<file path="src/rtl/trng_multi_ro_core.sv">
// -----------------------------------------------------------------------------
// trng_multi_ro_core
//
// Purpose:
//   Multi-ring-oscillator TRNG core. NUM_RO asynchronous oscillator outputs are
//   synchronised and XOR-combined into one raw bit. That bit is sampled every
//   SAMPLE_DIV cycles and watched by a repetition-count health test. In RUN the
//   samples are optionally von Neumann debiased and then packed MSB-first into
//   WORD_W-bit words, which are offered on a valid/ready port.
//
// Optional feature:
//   TRNG_VN_DEBIAS_EN  when defined, RUN samples are paired: 01 -> 0,
//                      10 -> 1, and 00/11 are discarded. When undefined,
//                      every RUN sample is accepted and no pair register
//                      exists.
//
// Ports:
//   clk          core clock
//   rst          synchronous, active-high reset
//   en           run request (level)
//   ro_bits      asynchronous oscillator outputs
//   ro_enable    oscillator enable, high in WARMUP/RUN only
//   out_data     packed word; the first bit collected is the MSB
//   out_valid    out_data holds a complete word
//   out_ready    consumer accepts when out_valid && out_ready
//   health_fail  sticky repetition-count failure flag
// -----------------------------------------------------------------------------
module trng_multi_ro_core #(
  parameter int NUM_RO     = 4,
  parameter int WORD_W     = 8,
  parameter int SAMPLE_DIV = 4,
  parameter int WARMUP     = 16,
  parameter int RCT_LIMIT  = 32
) (
  input  logic              clk,
  input  logic              rst,
  input  logic              en,
  input  logic [NUM_RO-1:0] ro_bits,
  output logic              ro_enable,
  output logic [WORD_W-1:0] out_data,
  output logic              out_valid,
  input  logic              out_ready,
  output logic              health_fail
);

  localparam int DIV_W  = (SAMPLE_DIV > 1) ? $clog2(SAMPLE_DIV) : 1;
  localparam int WARM_W = (WARMUP > 1) ? $clog2(WARMUP) : 1;
  localparam int RUN_W  = $clog2(RCT_LIMIT + 1);
  localparam int BIT_W  = $clog2(WORD_W);

  localparam logic [DIV_W-1:0]  DIV_LAST  = DIV_W'(SAMPLE_DIV - 1);
  localparam logic [WARM_W-1:0] WARM_LAST = WARM_W'((WARMUP > 0) ? WARMUP - 1 : 0);
  localparam logic [RUN_W-1:0]  RUN_MAX   = RUN_W'(RCT_LIMIT);
  localparam logic [BIT_W-1:0]  BIT_LAST  = BIT_W'(WORD_W - 1);

  typedef enum logic [1:0] {
    S_IDLE   = 2'd0,
    S_WARMUP = 2'd1,
    S_RUN    = 2'd2,
    S_FAIL   = 2'd3
  } state_t;

  state_t              state_reg;
  logic                ro_enable_reg;
  logic [WORD_W-1:0]   out_data_reg;
  logic                out_valid_reg;
  logic                health_fail_reg;
  logic [DIV_W-1:0]    div_cnt_reg;
  logic [WARM_W-1:0]   warm_cnt_reg;
  logic [RUN_W-1:0]    run_len_reg;
  logic                prev_sample_reg;
  logic [WORD_W-1:0]   shift_reg;
  logic [BIT_W-1:0]    bit_cnt_reg;
`ifdef TRNG_VN_DEBIAS_EN
  logic                pair_valid_reg;
  logic                pair_bit_reg;
`endif

  // ---------------------------------------------------------------------------
  // Two-flop synchroniser per oscillator input
  // ---------------------------------------------------------------------------
  logic [NUM_RO-1:0] sync_bits;

  for (genvar gi = 0; gi < NUM_RO; gi++) begin : g_sync
    logic s1_reg;
    logic s2_reg;
    always_ff @(posedge clk) begin
      if (rst) begin
        s1_reg <= 1'b0;
        s2_reg <= 1'b0;
      end else begin
        s1_reg <= ro_bits[gi];
        s2_reg <= s1_reg;
      end
    end
    assign sync_bits[gi] = s2_reg;
  end

  logic raw;
  assign raw = ^sync_bits;

  // ---------------------------------------------------------------------------
  // Sample strobe, health test and accepted-bit selection
  // ---------------------------------------------------------------------------
  logic             active;
  logic             strobe;
  logic [RUN_W-1:0] run_len_next;
  logic             rct_trip;
  logic             accept_valid;
  logic             accept_bit;
  logic             word_done;
  logic [WORD_W-1:0] shift_next;

  assign active = (state_reg == S_WARMUP) || (state_reg == S_RUN);
  // The divider wraps to 0 on the cycle it sits at its last value.
  assign strobe = active && (div_cnt_reg == DIV_LAST);

  always_comb begin
    run_len_next = run_len_reg;
    if (raw != prev_sample_reg) begin
      run_len_next = RUN_W'(1);
    end else if (run_len_reg != RUN_MAX) begin
      run_len_next = run_len_reg + 1'b1;
    end
  end

  assign rct_trip = strobe && (run_len_next == RUN_MAX);

  always_comb begin
    accept_valid = 1'b0;
    accept_bit   = raw;
    if ((state_reg == S_RUN) && strobe) begin
`ifdef TRNG_VN_DEBIAS_EN
      // Second sample of a pair: an unequal pair yields its first bit.
      if (pair_valid_reg && (pair_bit_reg != raw)) begin
        accept_valid = 1'b1;
        accept_bit   = pair_bit_reg;
      end
`else
      accept_valid = 1'b1;
`endif
    end
  end

  assign shift_next = {shift_reg[WORD_W-2:0], accept_bit};
  assign word_done  = accept_valid && (bit_cnt_reg == BIT_LAST);

  // ---------------------------------------------------------------------------
  // Control FSM, health state and packer
  // ---------------------------------------------------------------------------
  always_ff @(posedge clk) begin
    if (rst) begin
      state_reg       <= S_IDLE;
      ro_enable_reg   <= 1'b0;
      out_data_reg    <= '0;
      out_valid_reg   <= 1'b0;
      health_fail_reg <= 1'b0;
      div_cnt_reg     <= '0;
      warm_cnt_reg    <= '0;
      run_len_reg     <= '0;
      prev_sample_reg <= 1'b0;
      shift_reg       <= '0;
      bit_cnt_reg     <= '0;
`ifdef TRNG_VN_DEBIAS_EN
      pair_valid_reg  <= 1'b0;
      pair_bit_reg    <= 1'b0;
`endif
    end else begin
      case (state_reg)
        S_IDLE: begin
          div_cnt_reg <= '0;
          if (en) begin
            state_reg     <= S_WARMUP;
            ro_enable_reg <= 1'b1;
            warm_cnt_reg  <= '0;
          end
        end

        S_WARMUP, S_RUN: begin
          div_cnt_reg <= strobe ? '0 : div_cnt_reg + 1'b1;
          if (strobe) begin
            prev_sample_reg <= raw;
            run_len_reg     <= run_len_next;
          end

          if (rct_trip) begin
            // Health failure wins over everything, including en=0.
            state_reg       <= S_FAIL;
            health_fail_reg <= 1'b1;
            ro_enable_reg   <= 1'b0;
            out_valid_reg   <= 1'b0;
            div_cnt_reg     <= '0;
            bit_cnt_reg     <= '0;
`ifdef TRNG_VN_DEBIAS_EN
            pair_valid_reg  <= 1'b0;
`endif
          end else if (!en) begin
            // Abort: any partial or pending word is dropped.
            state_reg       <= S_IDLE;
            ro_enable_reg   <= 1'b0;
            out_valid_reg   <= 1'b0;
            div_cnt_reg     <= '0;
            bit_cnt_reg     <= '0;
`ifdef TRNG_VN_DEBIAS_EN
            pair_valid_reg  <= 1'b0;
`endif
          end else if (state_reg == S_WARMUP) begin
            if (WARMUP == 0) begin
              state_reg <= S_RUN;
            end else if (strobe) begin
              if (warm_cnt_reg == WARM_LAST) begin
                state_reg <= S_RUN;
              end else begin
                warm_cnt_reg <= warm_cnt_reg + 1'b1;
              end
            end
          end else begin
            if (out_valid_reg && out_ready) begin
              out_valid_reg <= 1'b0;
            end
`ifdef TRNG_VN_DEBIAS_EN
            if (strobe) begin
              pair_valid_reg <= !pair_valid_reg;
              if (!pair_valid_reg) begin
                pair_bit_reg <= raw;
              end
            end
`endif
            if (accept_valid) begin
              shift_reg <= shift_next;
              if (word_done) begin
                bit_cnt_reg <= '0;
                // A word finishing while the previous one is still unread
                // is discarded so out_data never changes under out_valid.
                if (!out_valid_reg || out_ready) begin
                  out_data_reg  <= shift_next;
                  out_valid_reg <= 1'b1;
                end
              end else begin
                bit_cnt_reg <= bit_cnt_reg + 1'b1;
              end
            end
          end
        end

        default: begin
          // S_FAIL: locked until reset.
          div_cnt_reg <= '0;
        end
      endcase
    end
  end

  assign ro_enable   = ro_enable_reg;
  assign out_data    = out_data_reg;
  assign out_valid   = out_valid_reg;
  assign health_fail = health_fail_reg;

endmodule

</file>
<file path="config.mk">
export PLATFORM = sky130hd
export DESIGN_NAME = trng_multi_ro_core
export DESIGN_NICKNAME = d
export VERILOG_FILES = /design/src/rtl/trng_multi_ro_core.sv
export SDC_FILE = /design/constraint.sdc
export NUM_CORES = 1
export LEC_CHECK = 0
export BUFFER_PORTS_ARGS = -buffer_cell sky130_fd_sc_hd__buf_4
export CORE_UTILIZATION = 53
export DETAILED_ROUTE_END_ITERATION = 8
export PLACE_DENSITY = 0.76
export SETUP_SLACK_MARGIN = 0.4
export SLEW_MARGIN = 30
export SYNTH_ARGS = -nofsm -noshare
export SYNTH_HDL_FRONTEND = slang
export SYNTH_SLANG_ARGS = --single-unit
</file>
<file path="constraint.sdc">
create_clock -name clk -period 2.38 [get_ports clk]
set_input_delay 0.476 -clock clk [delete_from_list [all_inputs] [get_ports clk]]
set_output_delay 0.476 -clock clk [all_outputs]
set_load 0.03 [all_outputs]
</file>
==> results.md <==
* Synth Flop Type: sky130_fd_sc_hd__dfxtp_1
* Clock network fraction of total power at 0.380
* Kind of start point of the critical path: flip-flop
* Share of cells above drive strength 1 at 0.333
* Final standard cell count with taps included and fillers excluded at around 310
* Hold-critical path depth at 2
* Achievable Freq at between 400 and 500 MHz
* Final estimated routing congestion in global placement at roughly 0.81
* Number of placement rows at 22
* Vias per inst at between 5 and 6
* Cell types with the highest counts after synthesis: 44 x sky130_fd_sc_hd__dfxtp_1, 24 x sky130_fd_sc_hd__nand2b_1, 15 x sky130_fd_sc_hd__mux2i_1
* Die span in x at 65.8 um
* Height of the die at roughly 66 um
* Cts bufs inserted at 5
* Clock Latency Late Sink at 0.29 ns
* Total power per unit cell area at 531 nW/um^2
* ANT nets after route at 0
* Final HPWL DP at 2680 um
* Path type of the worst min-delay path: input pin to flip-flop
* Switching power at 0.000329 W
* Maximum buffer depth of the clock tree at 2
* CTS root buf: sky130_fd_sc_hd__clkbuf_8
* Proportion of total power due to net switching at 0.226
* I/O pin count at 19
* Number of library cell types mapped by synthesis at 50
* Setup repair after global routing missed its margin: yes
* Global Route Usage Sum at 0.213
* Clock edge transition at the registers on the reported setup and hold paths at 0.08 ns
* Ys async rst share at 0
* Wire length of the first global-routing pass at ~7000 um
* Placeable core region at 3770 um^2
* Core utilization of the finished layout at 0.728
* Worst relative slew slack at 0.572
* Max_cap viols at 0
* Time the final worst path needs with I/O delays and setup at 2.08 ns
* Fillers at ~270
* Initial antenna violation count at 0
* Max FFs per register at 8
* Die footprint at ~4300 um^2
* Iteration-0 DRC Markers at between 100 and 150
* Cell types with the largest area share after synthesis: sky130_fd_sc_hd__dfxtp_1 41%, sky130_fd_sc_hd__mux2i_1 7.0%, sky130_fd_sc_hd__nand2b_1 7.0%
* Max Clock Skew at 0.00390 ns
* Total DRC errors in the routed layout at 0
* Sequential power share at 0.517
* Static Leak at around 1.1 nW
* Mapped cell area at about 2200 um^2
* Peak supply drop at 0.433 mV
* Per-cell routed wire length at between 10 and 15 um
* RR Startpoint: run_len_reg[0]$_SDFFE_PP0P_
* Final Net Count at approximately 280
* Sequential area share after synthesis at 0.409
* Peak fanout along the critical path at 6
* Internal Power at around 0.0011 W
* Outcome: completed
* Overall via count from detail_route at 1696
* CP Data Required Time at 2.60 ns
* Total gr overflow at 0
* First-pass iteration count of the detailed router at 4
* Endpoint, Worst Hold: g_sync[3].s1_reg$_SDFF_PP0_
* Synth Instances at roughly 220
* Data arrival time of the worst path at 2.30 ns
* Final Total Pwr at 0.00146 W
* Number of enable flip-flop cells after synthesis at 0
* Worst Max-Slew Pin Slew at 0.636 ns
* FF-to-FF setup slack at 0.30 ns
* Average cell area after synthesis at 9.67 um^2
* Area share of the largest cell type after synthesis at 0.409
* Proportion of power drawn by combinational gates at 0.104
* Area growth from synthesis to layout at 27.3%
* H-tree Lvls at 2
* Hold violation count in the final report at 0
* Capturing point of the worst reg2reg path: warm_cnt_reg[3]$_SDFFE_PP0P_
* Net count of the mapped netlist at 241
* Pin count of the biggest net entering global routing at 47
* Clock sink total at 44
* Worst R2R Path Depth at 9
* Sort of element at the end of the critical path: flip-flop
* Flip-flop and latch count after synthesis at 44
* Sum of negative setup slack at 0 ns
* Final-report max-slew violation count at 0
* Biggest area consumer among synthesized cells: sky130_fd_sc_hd__dfxtp_1
* Beginning of the worst hold path: ro_bits[3]
* Count of endpoints failing setup in the final report at 0
* Total routed wirelength at 4340 um
* Initial standard-cell utilization of the core at 0.572
* Antenna diode instance count at 0
* Number of warning messages in the yosys log at 0
* Number of global-route vias before repair at 1511
* Number of placed instances with taps included at 286
* Most frequently used cell type in the post-synthesis netlist: sky130_fd_sc_hd__dfxtp_1
* TritonCTS clock tree: built
* IO buf count at 18
* Fraction of the cycle the final worst path needs at 0.872
* Category of the most critical setup path: flip-flop to flip-flop
-- per-stage QoR --
| step | setup WS [ns] | hold slack (ns) | instance area (um^2) |
|---|---|---|---|
| finish | 0.304 | 0.389 | 2750 |
| global placement | 0.220 | 0.418 | 2420 |
| detailed placement | 0.143 | 0.424 | 2420 |
| global route | 0.208 | 0.394 | 2750 |
| floorplan | 0.240 | 0.405 | 2230 |
| CTS | 0.297 | 0.385 | 2650 |
-- cell usage in the layout, fill, tap and decap left out, types with 5 or more instances in the layout --
master / synthesis / final
sky130_fd_sc_hd__ha_1: 10 / 7
sky130_fd_sc_hd__o21ai_0: 8 / 8
sky130_fd_sc_hd__clkbuf_8: 0 / 5
sky130_fd_sc_hd__dfxtp_1: 44 / 38
sky130_fd_sc_hd__nor2b_1: 11 / 10
sky130_fd_sc_hd__mux2i_1: 15 / 15
sky130_fd_sc_hd__a21oi_1: 12 / 10
sky130_fd_sc_hd__nand2_1: 9 / 9
sky130_fd_sc_hd__nor2_1: 13 / 12
sky130_fd_sc_hd__nand2b_1: 24 / 21
sky130_fd_sc_hd__buf_4: 1 / 35
-- power by group through the flow --
| stage | Combinational, W | Sequential (W) | Clock (W) |
|---|---|---|---|
| global placement | 0.000137 | 0.000774 | 0 |
| global route | 0.000166 | 0.000754 | 0.000605 |
| detailed placement | 0.000139 | 0.000774 | 0 |
| floorplan | 0.0000995 | 0.000777 | 0 |
| finish | 0.000151 | 0.000753 | 0.000553 |
| CTS | 0.000141 | 0.000755 | 0.000566 |
-- repair_timing --
action | in CTS | in global routing
pin swaps | 11 | 4
hold buffers | 0 | 0
hold endpoints to repair | 0 | 0
cloned | 1 | 0
setup endpoints to repair | 25 | 27
gates resized for setup | 14 | 16
setup buffers | 8 | 3
-- logic make-up (layout without fill, tap and decap cells) --
kind of cell,count (synthesis),in the layout,synth area share
xor+xnor,6,6,0.0313
compound gates,44,44,0.147
mux,17,17,0.0818
simple gates,84,84,0.240
flops,44,44,0.409
fa+ha+maj,10,10,0.0580
buf+inv,18,53,0.0337
-- how the worst max path moves through the flow --
stage	startpoint	slack, ns	endpoint	cells after the start
finish	run_len_reg[0]$_SDFFE_PP0P_	0.30	warm_cnt_reg[3]$_SDFFE_PP0P_	9
global route	run_len_reg[0]$_SDFFE_PP0P_	0.21	warm_cnt_reg[3]$_SDFFE_PP0P_	9
CTS	run_len_reg[0]$_SDFFE_PP0P_	0.30	warm_cnt_reg[3]$_SDFFE_PP0P_	9
detailed placement	run_len_reg[0]$_SDFFE_PP0P_	0.14	warm_cnt_reg[3]$_SDFFE_PP0P_	9
global placement	run_len_reg[0]$_SDFFE_PP0P_	0.22	warm_cnt_reg[3]$_SDFFE_PP0P_	9
floorplan	state_reg[1]$_SDFFE_PP0P_	0.24	out_data[0]$_SDFFE_PP0P_	8
-- layer usage --
layer,part of all wire,GRT usage
met5,0,0
met4,0.010,0.0734
met3,0.034,0.0466
met2,0.46,0.330
met1,0.50,0.288
-- critical path: stages, from the launching register on --
cell	delay [ns]
sky130_fd_sc_hd__dfxtp_4	0.37
sky130_fd_sc_hd__inv_4	0.06
sky130_fd_sc_hd__ha_4	0.13
sky130_fd_sc_hd__nand4bb_4	0.16
sky130_fd_sc_hd__nor3b_4	0.20
sky130_fd_sc_hd__o311ai_4	0.26
sky130_fd_sc_hd__nor3_2	0.07
sky130_fd_sc_hd__buf_4	0.16
sky130_fd_sc_hd__or4_1	0.47
sky130_fd_sc_hd__a31oi_1	0.13
-- area by class of cell --
type	instances	area, um^2	share of cell area
Multi-Input combinational cell	161	1360	0.495
Sequential cell	44	898	0.327
Timing Repair Buffer	37	289	0.105
Clock buffer	6	72.6	0.0264
Tap cell	48	60.1	0.0219
Clock inverter	2	35.0	0.0128
Inverter	8	32.5	0.0119
No activity file was read; power rests on OpenSTA's default activity.
